<file path="src/rtl/riscv_pkg.sv">
// -----------------------------------------------------------------------------
// riscv_pkg
// Shared RV32I pipeline definitions: architectural width, instruction size and
// the fetch-to-decode entry type.
// -----------------------------------------------------------------------------
package riscv_pkg;

  localparam int XLEN        = 32;
  localparam int INSTR_BYTES = 4;

  // One buffered instruction together with the address it was fetched from.
  typedef struct packed {
    logic [XLEN-1:0] pc;
    logic [31:0]     instr;
  } fetch_entry_t;

endpackage : riscv_pkg

</file>
<file path="src/rtl/fetch_fifo.sv">
// -----------------------------------------------------------------------------
// fetch_fifo
// Synchronous FIFO, generic in depth and entry type. Flush empties it in one
// cycle and overrides any push/pop issued in the same cycle. The caller never
// pushes when full or pops when empty.
//
// Ports
//   clk_i, rstn_i : clock, asynchronous active-low reset
//   push_i/data_i : write an entry
//   pop_i         : drop the head entry
//   flush_i       : discard all entries
//   data_o        : head entry (only meaningful when !empty_o)
//   full_o        : DEPTH entries held
//   empty_o       : no entries held
//   count_o       : number of entries held, 0..DEPTH
// -----------------------------------------------------------------------------
module fetch_fifo #(
  parameter int  DEPTH   = 4,
  parameter type entry_t = logic [31:0]
) (
  input  logic                   clk_i,
  input  logic                   rstn_i,
  input  logic                   push_i,
  input  entry_t                 data_i,
  input  logic                   pop_i,
  input  logic                   flush_i,
  output entry_t                 data_o,
  output logic                   full_o,
  output logic                   empty_o,
  output logic [$clog2(DEPTH):0] count_o
);

  localparam int AW = $clog2(DEPTH);
  localparam int CW = AW + 1;

  entry_t          mem_q [DEPTH];
  logic [AW-1:0]   wr_ptr_q;
  logic [AW-1:0]   rd_ptr_q;
  logic [CW-1:0]   count_q;

  // Pointers wrap naturally because DEPTH is a power of two.
  // NOTE: sequential state uses non-blocking assignments so every flop samples
  // values from before the edge, independent of process ordering.
  always_ff @(posedge clk_i or negedge rstn_i) begin
    if (!rstn_i) begin
      wr_ptr_q <= '0;
      rd_ptr_q <= '0;
      count_q  <= '0;
    end else if (flush_i) begin
      wr_ptr_q <= '0;
      rd_ptr_q <= '0;
      count_q  <= '0;
    end else begin
      if (push_i) wr_ptr_q <= wr_ptr_q + AW'(1);
      if (pop_i)  rd_ptr_q <= rd_ptr_q + AW'(1);
      count_q <= count_q + CW'(push_i) - CW'(pop_i);
    end
  end

  // NOTE: the storage array carries no reset; an entry is only ever read after
  // it was written, and the count/pointers (which are reset) decide validity.
  always_ff @(posedge clk_i) begin
    if (push_i && !flush_i) mem_q[wr_ptr_q] <= data_i;
  end

  assign data_o  = mem_q[rd_ptr_q];
  assign full_o  = (count_q == CW'(DEPTH));
  assign empty_o = (count_q == '0);
  assign count_o = count_q;

endmodule : fetch_fifo

</file>
<file path="src/rtl/fetch_stage.sv">
// -----------------------------------------------------------------------------
// fetch_stage
// RV32I instruction fetch. Owns the PC, issues word fetches over a
// req/gnt/rvalid memory port, buffers returned instructions with their PCs and
// hands them to decode over valid/ready. A redirect flushes buffered entries,
// marks every in-flight response as stale and restarts at the target.
//
// Ports
//   clk_i, rstn_i        : clock, asynchronous active-low reset
//   redirect_valid_i/pc_i: flush and restart at redirect_pc_i (bits [1:0] ignored)
//   imem_req_o/addr_o    : fetch request and word-aligned byte address
//   imem_gnt_i           : request accepted this cycle
//   imem_rvalid_i/rdata_i: in-order response
//   instr_valid_o        : decode entry valid
//   instr_o/pc_o         : head instruction and its PC (zero when empty)
//   instr_ready_i        : decode accepts the head entry
// -----------------------------------------------------------------------------
module fetch_stage
  import riscv_pkg::*;
#(
  parameter logic [XLEN-1:0] RESET_PC   = 32'h0000_0000,
  parameter int              FIFO_DEPTH = 4
) (
  input  logic            clk_i,
  input  logic            rstn_i,
  input  logic            redirect_valid_i,
  input  logic [XLEN-1:0] redirect_pc_i,
  output logic            imem_req_o,
  output logic [XLEN-1:0] imem_addr_o,
  input  logic            imem_gnt_i,
  input  logic            imem_rvalid_i,
  input  logic [31:0]     imem_rdata_i,
  output logic            instr_valid_o,
  output logic [31:0]     instr_o,
  output logic [XLEN-1:0] pc_o,
  input  logic            instr_ready_i
);

  localparam int CW = $clog2(FIFO_DEPTH) + 1;

  logic [XLEN-1:0] pc_q, pc_d;
  logic [CW-1:0]   drop_q, drop_d;

  // Address queue: PCs of outstanding requests; its count is out_cnt.
  logic            aq_push, aq_pop;
  logic [XLEN-1:0] aq_head;
  logic            aq_full, aq_empty;
  logic [CW-1:0]   out_cnt;

  // Instruction buffer towards decode.
  logic            if_push, if_pop, if_flush;
  fetch_entry_t    if_wdata, if_head;
  logic            if_full, if_empty;
  logic [CW-1:0]   if_count;

  logic [CW:0]     credit_used;
  logic            fetch_fire;
  logic            resp_keep;

  // Credit check on registered counts only: a same-cycle decode pop does not
  // free a slot until the next cycle. Gating with rstn_i keeps req low while
  // reset is asserted, even though the counts already read zero.
  assign credit_used = {1'b0, out_cnt} + {1'b0, if_count};
  assign imem_req_o  = rstn_i && !redirect_valid_i
                       && (credit_used < (CW+1)'(FIFO_DEPTH));
  assign imem_addr_o = pc_q;
  assign fetch_fire  = imem_req_o && imem_gnt_i;

  // Every response retires one address-queue entry; only non-stale responses
  // outside a redirect cycle reach the buffer.
  assign aq_push   = fetch_fire;
  assign aq_pop    = imem_rvalid_i;
  assign resp_keep = imem_rvalid_i && !redirect_valid_i && (drop_q == '0);

  assign if_push  = resp_keep;
  assign if_wdata = '{pc: aq_head, instr: imem_rdata_i};
  assign if_flush = redirect_valid_i;
  assign if_pop   = instr_valid_o && instr_ready_i;

  // NOTE: every always_comb output gets a default first, so no path leaves a
  // signal unassigned and no latch is inferred.
  always_comb begin
    pc_d   = pc_q;
    drop_d = drop_q;
    if (redirect_valid_i) begin
      pc_d = {redirect_pc_i[XLEN-1:2], 2'b00};
      // out_cnt already includes responses marked stale by earlier redirects,
      // so all outstanding responses, minus the one retiring now, are stale.
      drop_d = out_cnt - CW'(imem_rvalid_i);
    end else begin
      if (fetch_fire) pc_d = pc_q + XLEN'(INSTR_BYTES);
      if (imem_rvalid_i && (drop_q != '0)) drop_d = drop_q - CW'(1);
    end
  end

  always_ff @(posedge clk_i or negedge rstn_i) begin
    if (!rstn_i) begin
      pc_q   <= RESET_PC;
      drop_q <= '0;
    end else begin
      pc_q   <= pc_d;
      drop_q <= drop_d;
    end
  end

  fetch_fifo #(
    .DEPTH   (FIFO_DEPTH),
    .entry_t (logic [XLEN-1:0])
  ) u_addr_q (
    .clk_i   (clk_i),
    .rstn_i  (rstn_i),
    .push_i  (aq_push),
    .data_i  (pc_q),
    .pop_i   (aq_pop),
    .flush_i (1'b0),
    .data_o  (aq_head),
    .full_o  (aq_full),
    .empty_o (aq_empty),
    .count_o (out_cnt)
  );

  fetch_fifo #(
    .DEPTH   (FIFO_DEPTH),
    .entry_t (fetch_entry_t)
  ) u_instr_q (
    .clk_i   (clk_i),
    .rstn_i  (rstn_i),
    .push_i  (if_push),
    .data_i  (if_wdata),
    .pop_i   (if_pop),
    .flush_i (if_flush),
    .data_o  (if_head),
    .full_o  (if_full),
    .empty_o (if_empty),
    .count_o (if_count)
  );

  // Flags implied by the credit rule and not needed for control here.
  logic unused_flags;
  assign unused_flags = ^{aq_full, aq_empty, if_full};

  assign instr_valid_o = !if_empty && !redirect_valid_i;
  // Zero the presented entry when empty so uninitialised storage never shows.
  assign instr_o       = if_empty ? 32'h0      : if_head.instr;
  assign pc_o          = if_empty ? XLEN'(0)   : if_head.pc;

endmodule : fetch_stage

</file>
<file path="config.mk">
export PLATFORM = sky130hd
export DESIGN_NAME = fetch_stage
export DESIGN_NICKNAME = d
export VERILOG_FILES = /design/src/rtl/riscv_pkg.sv /design/src/rtl/fetch_fifo.sv /design/src/rtl/fetch_stage.sv
export SDC_FILE = /design/constraint.sdc
export NUM_CORES = 1
export LEC_CHECK = 0
export BUFFER_PORTS_ARGS = -buffer_cell sky130_fd_sc_hd__clkbuf_2
export CORE_MARGIN = 5
export CORE_UTILIZATION = 40
export DETAILED_ROUTE_END_ITERATION = 7
export HOLD_SLACK_MARGIN = 0.03
export PLACE_DENSITY_LB_ADDON = 0.15
export RECOVER_POWER = 50
export SLEW_MARGIN = 40
export SYNTH_ARGS = -nofsm -noshare
export SYNTH_HDL_FRONTEND = slang
export SYNTH_SLANG_ARGS = --single-unit
</file>
<file path="constraint.sdc">
create_clock -name clk_i -period 4.1 [get_ports clk_i]
set_clock_uncertainty 0.1 [all_clocks]
set_input_delay 0.82 -clock clk_i [delete_from_list [all_inputs] [get_ports clk_i]]
set_output_delay 0.82 -clock clk_i [all_outputs]
set_load 0.01 [all_outputs]
</file>
* Word level (Yosys, flattened, before mapping)
Memories as Yosys holds them, arrays and structs flattened.
Index checks and enable logic that the tools add are counted.
** Word-level totals
- Bits of input ports :: 70
- Logic and storage cells :: 56
- Output and inout port bits :: 98
- Flip-flop bits (word level) :: 49
- ROM bits :: 0
- Memories :: 2
- Memory bits (writable) :: 384
- Latch bits :: 0
** Operators by class
- Magnitude comparators :: 1
- Bitwise logic cells :: 0
- Equal/unequal tests :: 0
- Shifts and indexed selects :: 0
- Div/mod/pow operators :: 0
- Reductions and logical operators :: 18
- Multipliers :: 0
- Add/subtract/negate cells :: 12
- Muxes and demuxes :: 15
** Memories
- u_instr_q.mem_q :: words 4, bits a word 64, rd ports 1, clocked after memory_dff 0, wr ports 1, line fetch_fifo.sv:36 : entry_t mem_q [DEPTH];
- u_addr_q.mem_q :: words 4, bits a word 32, rd ports 1, clocked after memory_dff 0, wr ports 1, line fetch_fifo.sv:36
** Operators with widths (count)
- $mux 32 :: 4
- $add 32x3->32 const B :: 1
- $logic_and 1x1->1 :: 9
- $mux 3 :: 3
- $sub 3x1->3 :: 3
- $add 2x1->2 const B :: 4
- $mux 2 :: 4
- $reduce_bool 2->1 :: 4
- $add 3x1->3 :: 2
- $logic_not 3->1 :: 2
- $add 3x3->4 :: 1
- $lt 4x3->1 const B :: 1
- $mux 1 :: 4
- $reduce_bool 3->1 :: 1
- $sub 3x1->3 const B :: 1
- $logic_not 1->1 :: 2

* Logic depth before layout (Yosys ltp)
Gate-level depths: netlist of the first run.
- Depth in word-level cells :: 6
- Gate-level depth with buffers :: 11
- Depth with buffers taken out :: 10

* Cells and area by module
A second synthesis of the first run with hierarchy kept.
** Unflattened totals
- Cell total of the unflattened synthesis :: 917
- Area, all modules :: 17474.3 µm²
** Modules (own cells, without submodules)
- fetch_fifo at u_instr_q :: area an instance 9700.6 µm², instances 1, cells each 374, sequential area each 7862.5 µm²
- fetch_fifo at u_addr_q :: area an instance 5104.9 µm², instances 1, cells each 207, sequential area each 4018.9 µm²
- fetch_stage :: area an instance 2668.8 µm², instances 1, cells each 336, sequential area each 825.8 µm²

* Worst setup path after synthesis of the first run
OpenSTA, ideal clock, no wires.
- Path type :: in2reg
- Start :: input port redirect_valid_i
- End :: memory u_instr_q.mem_q[0][0] (netlist name), enable pin
- Cell stages on the path :: 4
- Required time :: 3.573 ns
- Library setup time :: 0.427 ns
- Data arrival time :: 2.817 ns
- Setup slack :: 0.757 ns
- Cell sequence :: buf_6 clkbuf_1 nor2_1 and2_1
** On the way
- Cells in the longest elaborated chain, start to end :: 6
** Ends and longest elaborated chain
- start, declared :: line fetch_stage.sv:26 : input logic redirect_valid_i,
- $logic_not 1->1 (*) :: line fetch_fifo.sv:63, fetch_stage.sv:73
- $logic_and 1x1->1 (2 in a row) :: line fetch_stage.sv:73 : assign resp_keep = imem_rvalid_i && !redirect_valid_i && (drop_q == '0);
- $logic_and 1x1->1 (*) :: line fetch_fifo.sv:63 : if (push_i && !flush_i) mem_q[wr_ptr_q] <= data_i;
- $mux 1 (*) :: line fetch_fifo.sv:63
- $mux 1 (implied by the code) (*) :: line fetch_fifo.sv:63
- end, declared :: line fetch_fifo.sv:36
Every way passes the cells marked *; elsewhere a longest branch is shown, timed or not.

* Worst setup path after layout of the first run
- Start :: register u_instr_q.rd_ptr_q[0]
- End :: output port pc_o[3]
** On the way
- Cells in the longest elaborated chain, start to end :: 2
** Ends and longest elaborated chain
- start, declared :: line fetch_fifo.sv:38 : logic [AW-1:0] rd_ptr_q;
- start signal, assigned :: line fetch_fifo.sv:55 : if (pop_i) rd_ptr_q <= rd_ptr_q + AW'(1);
- $mem_v2 4x64
- $mux 32 :: line fetch_stage.sv:145 : assign pc_o = if_empty ? XLEN'(0) : if_head.pc;
- end, declared :: line fetch_stage.sv:35 : output logic [XLEN-1:0] pc_o,
No other way between the ends.

==> results of run 1 <==
-- placed cells by master, fill, tap and decap left out, drive strengths merged, types with 2 or more instances in the layout --
cell type	Yosys	final
ha	19	19
mux4	92	92
clkinvlp	0	2
o21ai	20	20
nand3	27	27
conb	1	4
and3	5	5
mux2i	4	4
bufinv	0	4
or4	2	2
o211ai	6	6
dfrtp	47	47
xnor2	7	7
nand2b	3	3
edfxtp	368	368
xor2	6	6
and2	74	74
o311ai	10	10
nor2	20	20
a22oi	3	3
a21oi	4	4
or3	3	3
a221o	6	6
inv	19	19
nand3b	4	4
fa	2	2
clkinv	0	17
buf	25	19
a31o	3	3
nand4	15	15
nand2	38	38
clkbuf	22	229
nor4	2	2
a31oi	3	3
nor3	8	8
-- synthesized netlist by cell type (2+ instances only) --
cell | instances | area share, %
nand4_1 | 14 | 0.53
a21oi_1 | 4 | 0.12
nor2_2 | 2 | 0.075
nand3_1 | 26 | 0.78
nor4_1 | 2 | 0.075
nor3_1 | 6 | 0.18
nand2_1 | 37 | 0.84
clkbuf_1 | 22 | 0.50
nand2b_1 | 3 | 0.11
inv_1 | 18 | 0.41
dfrtp_1 | 47 | 7.1
mux2i_1 | 4 | 0.24
xnor2_1 | 7 | 0.37
buf_2 | 15 | 0.45
o211ai_1 | 6 | 0.27
xor2_1 | 6 | 0.32
nor2_1 | 18 | 0.41
and3_1 | 5 | 0.19
o21ai_0 | 20 | 0.60
a221o_1 | 6 | 0.36
fa_1 | 2 | 0.24
mux4_2 | 92 | 12
a31o_2 | 3 | 0.16
o311ai_0 | 8 | 0.42
or4_1 | 2 | 0.090
a31oi_1 | 3 | 0.11
or3_1 | 3 | 0.11
and2_1 | 74 | 2.8
edfxtp_1 | 368 | 67
nand3b_1 | 4 | 0.18
buf_1 | 3 | 0.068
o311ai_1 | 2 | 0.11
a22oi_1 | 3 | 0.14
buf_4 | 5 | 0.23
ha_1 | 19 | 1.4
buf_6 | 2 | 0.14
-- power by group through the flow --
| stage | combinational, W | sequential, W | clock, W |
|---|---|---|---|
| after floorplan | 0.00189 | 0.00531 | 0 |
| after global placement | 0.00272 | 0.00554 | 0 |
| after detailed placement | 0.00275 | 0.00555 | 0 |
| after CTS | 0.00275 | 0.00546 | 0.00418 |
| after global routing | 0.00293 | 0.00550 | 0.00435 |
| final | 0.00262 | 0.00545 | 0.00405 |
-- sequential cells by signal (all words and copies together), names as in the netlist --
| name | cells |
|---|---|
| drop_q | 3 |
| imem_addr_o | 30 |
| u_addr_q.count_o | 3 |
| u_addr_q.mem_q | 120 |
| u_addr_q.rd_ptr_q | 2 |
| u_addr_q.wr_ptr_q | 2 |
| u_instr_q.count_o | 3 |
| u_instr_q.mem_q | 248 |
| u_instr_q.rd_ptr_q | 2 |
| u_instr_q.wr_ptr_q | 2 |
-- through the flow --
step / hold WS [ps] / total power (W)
floorplan: 424.4 / 0.007197
finish: 373.6 / 0.01211
detailed placement: 462.3 / 0.008292
CTS: 309.6 / 0.01239
global route: 379.8 / 0.01278
global placement: 455.7 / 0.008263
-- kinds of logic after synthesis --
| group | Yosys count | share of synthesized area, % |
|---|---|---|
| other | 1 | 0.02260 |
| muxes | 97 | 12.79 |
| xor gates and xnor gates | 13 | 0.6861 |
| DFF | 415 | 73.67 |
| and+or+nand+nor | 205 | 6.898 |
| buffers and inverters | 66 | 1.809 |
| AOI/OAI and AO/OA | 58 | 2.443 |
| adders and majority gates | 21 | 1.674 |
-- worst paths after layout --
check,start,end,slack (ps),cells past startpoint
max reg2reg,drop_q[0]$_DFFE_PN0P_,u_instr_q.mem_q[1][30]$_DFFE_PP_,640,6
max in group asynchronous,rstn_i,u_instr_q.rd_ptr_q[0]$_DFFE_PN0P_,3040,2
min in group clk_i,redirect_pc_i[9],imem_addr_o[9]$_DFFE_PN0P_,380,3
min,rstn_i,imem_addr_o[18]$_DFFE_PN0P_,370,2
min reg2reg,drop_q[1]$_DFFE_PN0P_,drop_q[1]$_DFFE_PN0P_,470,2
max,u_instr_q.rd_ptr_q[0]$_DFFE_PN0P_,pc_o[3],630,4
-- routing by layer --
metal	part of all wire, %	wire [microns]
met1	45	15930
met5	0	0
met4	2.0	695
met2	48	16950
met3	4.3	1510
-- final cells by class --
class,count,area [sq um],share of cell area (%)
clock inverter,23,216.5,1.106
tap,532,665.6,3.402
inverter,19,71.32,0.3644
sequential,415,12240,62.53
timing repair buffer,185,1012,5.173
multi-input combinational,398,4079,20.84
clock buffer,63,1289,6.586
==> results.md, run 1 <==
- Total wire length after detailed routing: 35090 microns
- Hold Buf Count CTS: 0
- Antenna-violating nets left: 0
- Post-layout utilization of the core: 47.82%
- Buffers & Inverters on Critical Path: 2
- Required time at the endpoint of the critical path: 3180 ps
- Clock Path Buffers: 3
- Static leakage power: 6.733 nW
- Number of buffers added by the clock tree synthesis step: 46
- Warning count from the yosys run: 0
- Global routing met3 resource utilization: 2.751%
- Overall fraction of global-route tracks in use: 15.74%
- Die area: 0.04566 sq mm
- Outcome: finished with violations
- Grt met1 use: 22.27%
- Combinational Power Share: 21.6%
- Placement-stage worst setup slack: 1135 ps
- Top Family by Delay on Critical Path: flip-flops
- Share of final-layout standard cells stronger than drive strength 1: 29.10%
- Average size of a mapped cell: 18.95 sq um
- Row Count: 74
- Fillers: 3529
- Crit path max-delay cell type: dfrtp_4
- Chip height: 213.7 microns
- Maximum number of pins on one net before global-route repair: 66
- Distinct cell type count of the synthesized netlist: 51
- Final global-route overflow total: 0
- Vias in the first global route: 9122
- Violation count after the first detailed-route iteration: 437
- Post-CTS resize count: 0
- Number of nets in the layout: 1156
- Drt pass-1 iters: 6
- Primary FF master, synth: edfxtp_1
- Count of inserted antenna diode cells: 0
- Core area: 0.04092 sq mm
- Clock Power Share: 33.4%
- Area Growth Syn to Fin: 17.91%
- Number of antenna violations at the first check in global routing: 0
- Clock transition time at the flip-flop clock pins of the worst setup and hold paths: 60 ps
- HPWL after detailed placement: 21810 microns
- Max FO, Critical Path: 23
- Kind of end point of the critical path: output port
- Total of endpoints with negative setup slack in the final report: 0
- Category of the worst setup path launch point: flip-flop
- Vias: 8603
- Sequential area share after synthesis: 73.67%
- Input/output buffers: 161
- Final worst-path setup slack: 630.4 ps
- Via density per instance: 5.262
- Worst slew slack as a fraction of its limit: -27.60%
- Fraction of synthesis flops using an asynchronous set or reset pin: 11.33%
- Violated checks: capacitance limit, slew limit
- Starting utilization of the core area: 40.55%
- Post-placement cell area: 0.01814 sq mm
- Net Switching: 0.003346 W
- Share of total power consumed by net switching: 27.63%
- Upper clock frequency limit: 288.2 MHz
- Die width: 213.7 microns
- Transition time at the pin with the least slew margin: 1913 ps
- Library cell used as clock root buffer: clkbuf_16
- Total of max-cap violations: 2
- Register bit count reported by yosys: 415
- Critical path type: flip-flop to output port
- Final hold viol count: 0
- Cells after DPL: 1549
- Drt drc: 0
- Pwr per Cell Area: 618.9 mW/mm^2
- Final period util: 84.62%
- Unrepaired setup endpoints after global routing: no
- Top Ports: 168
- Wire length of the first global-routing pass: 54860 microns
- Number of clock sinks seen by CTS: 415
- Global-route layer with the greatest usage: met2
- Number of enable flip-flop cells after synthesis: 368
- Final sum of negative setup slack: 0 ps
- Sequential group share of total power: 45.0%
- Postcts setup bufs: 0
- Final Non-Filler Cells: 1635
- Ordered list of cells on the worst path: buf_12, mux4_2, and2_1, clkbuf_2
- Post-route cell area: 0.01957 sq mm
- Period minus WS final: 3470 ps
- CP peak stage delay: 790 ps
- Internal power: 0.008765 W
- Routability Congestion: 0.7623
- Synthesized area: 0.01660 sq mm
- Max rail drop VDD: 0.2810 mV
- Classification of the worst-slack hold path: input port to asynchronous set/reset pin
- Number of H-tree branching levels: 2
- Number of pins exceeding their max-slew limit in the final report: 39
- Met2 Use GR: 25.53%
- CTS tree: done
- Clk_lat worst skew: 550 ps
- Wire length per cell: 21.46 microns
- Crit path arrival time: 2550 ps
- Number of instances in the synthesized netlist: 876
No activity file was read; power rests on OpenSTA's default activity.
==> inputs of run 2 (changes only) <==
- clock period: 4.1 -> 3.3 ns (I/O delays scaled with it)
==> run 2 against run 1 <==
Compared with the run above: the run now ends clean; highest routed layer unchanged; die area did not move; sequential power rose by 22%; global-route usage rose by 0.19 points; sequential share of layout area fell by 0.059 points; register-to-register slack got worse by 200 ps; core utilization barely moved; wire length rose by 1.9%; final cell count rose by 0.73%.
==> results.md, run 2 (same netlist as run 1, synthesis figures left out) <==
- Static leakage power: 6.685 nW
- Final global-route overflow total: 0
- Reg-to-reg setup timing slack: 440 ps
- Antenna-violating nets left: 0
- CTS tree: done
- Vias in the first global route: 9268
- Cells after DPL: 1566
- Core area: 0.04092 sq mm
- Maximum number of pins on one net before global-route repair: 65
- Area of the multi-input gates: 0.004089 sq mm
- Required time at the endpoint of the critical path: 2540 ps
- CP peak stage delay: 560 ps
- Top Family by Delay on Critical Path: flip-flops
- Starting utilization of the core area: 40.55%
- Category of the worst setup path launch point: flip-flop
- Total chip power: 0.01478 W
- Library cell used as clock root buffer: clkbuf_16
- Via density per instance: 5.247
- Drt drc: 0
- Clk_lat worst skew: 550 ps
- Area Growth Syn to Fin: 17.99%
- Max FO, Critical Path: 15
- Global routing met3 resource utilization: 3.087%
- Leading cell type in the layout, fill and taps excluded: edfxtp_1
- Grt met1 use: 22.08%
- Pwr per Cell Area: 754.7 mW/mm^2
- Crit path max-delay cell type: dfrtp_4
- Launch instance of the worst min-delay path: redirect_pc_i[9]
- Final period util: 94.22%
- Post-layout utilization of the core: 47.85%
- Number of pins exceeding their max-slew limit in the final report: 0
- Register containing the most flip-flops in the final layout: u_instr_q.mem_q
- Vias: 8642
- Overall fraction of global-route tracks in use: 15.93%
- Number of nets in the layout: 1171
- Classification of the worst-slack hold path: input port to flip-flop
- Fillers: 3565
- Area taken by flip-flops and latches: 0.01223 sq mm
- Share of final-layout standard cells stronger than drive strength 1: 27.26%
- Count of inserted antenna diode cells: 0
- Total of max-cap violations: 0
- Row Count: 74
- Global-route layer with the greatest usage: met2
- Number of clock sinks seen by CTS: 415
- Number of antenna violations at the first check in global routing: 0
- Die area: 0.04566 sq mm
- Met2 Use GR: 26.17%
- Postcts setup bufs: 0
- Routability Congestion: 0.7530
- Wire length per cell: 21.71 microns
- Number of buffers added by the clock tree synthesis step: 44
- Crit path arrival time: 2350 ps
- Period minus WS final: 3109 ps
- Most used cells in the layout excluding fill and tap cells: 368 x edfxtp_1, 100 x clkbuf_2, 92 x mux4_2, 83 x clkbuf_1, 70 x and2_1
- Violation count after the first detailed-route iteration: 491
- Total of endpoints with negative setup slack in the final report: 0
- Upper clock frequency limit: 321.6 MHz
- Final hold viol count: 0
- Wire length of the first global-routing pass: 55650 microns
- Critical path type: flip-flop to output port
- Final sum of negative setup slack: 0 ps
- Kind of end point of the critical path: output port
- Outcome: complete, no violations
- Chip height: 213.7 microns
- Max rail drop VDD: 0.4022 mV
- Post-CTS resize count: 0
- CP startpoint: u_instr_q.rd_ptr_q[0]$_DFFE_PN0P_
- Input/output buffers: 161
- HPWL after detailed placement: 22750 microns
- Largest register FFs: 248
- Drt pass-1 iters: 4
- Ordered list of cells on the worst path: buf_4, mux4_2, and2_1, clkbuf_2
- Worst slew slack as a fraction of its limit: 16.60%
- Unrepaired setup endpoints after global routing: no
- Clock Path Buffers: 3
- Hold Buf Count CTS: 0
- Total wire length after detailed routing: 35760 microns
- Buffers & Inverters on Critical Path: 2
- Reg2reg start: u_addr_q.count_o[2]$_DFF_PN0_
- Final Non-Filler Cells: 1647
- Post-placement cell area: 0.01833 sq mm
- Transition time at the pin with the least slew margin: 1251 ps
- Clock transition time at the flip-flop clock pins of the worst setup and hold paths: 60 ps
- Top Ports: 168
- Number of H-tree branching levels: 2
- Post-route cell area: 0.01958 sq mm
- Die width: 213.7 microns
## run 2: final timing paths
| check | depth (start not counted) | endpoint |
|---|---|---|
| setup / recovery | 4 | instr_o[15] |
| hold / removal | 3 | imem_addr_o[9]$_DFFE_PN0P_ |
| max in group asynchronous | 2 | u_instr_q.rd_ptr_q[0]$_DFFE_PN0P_ |
| setup reg to reg | 8 | imem_addr_o[18]$_DFFE_PN0P_ |
| min in group asynchronous | 2 | imem_addr_o[7]$_DFFE_PN0P_ |
| hold reg to reg | 1 | u_addr_q.rd_ptr_q[1]$_DFFE_PN0P_ |
## run 2: layout make-up
cell class                      instances  area share (%)
Tap cell                              532           3.399
Clock inverter                         19          0.9073
Sequential cell                       415           62.47
Timing Repair Buffer                  202           5.904
Inverter                               19          0.3642
Clock buffer                           62           6.077
Multi-Input combinational cell        398           20.88
## run 2: power breakdown
part	leakage [nW]	total (W)	switching, W	internal [W]
logic	2.13	0.00344	0.00187	0.00157
clock network	0.657	0.00471	0.00195	0.00276
registers	3.89	0.00663	0.000331	0.00630
total	6.68	0.0148	0.00415	0.0106
## run 2: stage by stage
stage / worst slack, ps / hold slack [ps]
floorplan: 116.9 / 264.4
global placement: 591.8 / 363.1
detailed placement: 586.7 / 366.8
CTS: 93.89 / 178.6
global route: 35.77 / 219.7
finish: 190.9 / 223.8
## run 2: metal layers
| metal | vias up | wire length (microns) | part of all wire [%] |
|---|---|---|---|
| li1 | 3901 | - | - |
| met4 | 0 | 667 | 1.9 |
| met1 | 4474 | 15690 | 44 |
| met3 | 48 | 2015 | 5.6 |
| met5 | - | 0 | 0 |
| met2 | 219 | 17390 | 49 |
## run 2: worst reg2reg max path: stages, from the launching register on
cell      delay, ps
dfrtp_1         420
ha_1            340
nor3b_1         230
nand4_1         140
inv_1           460
clkbuf_1        550
nand4_1         250
nand3b_1        150
o211ai_1         90
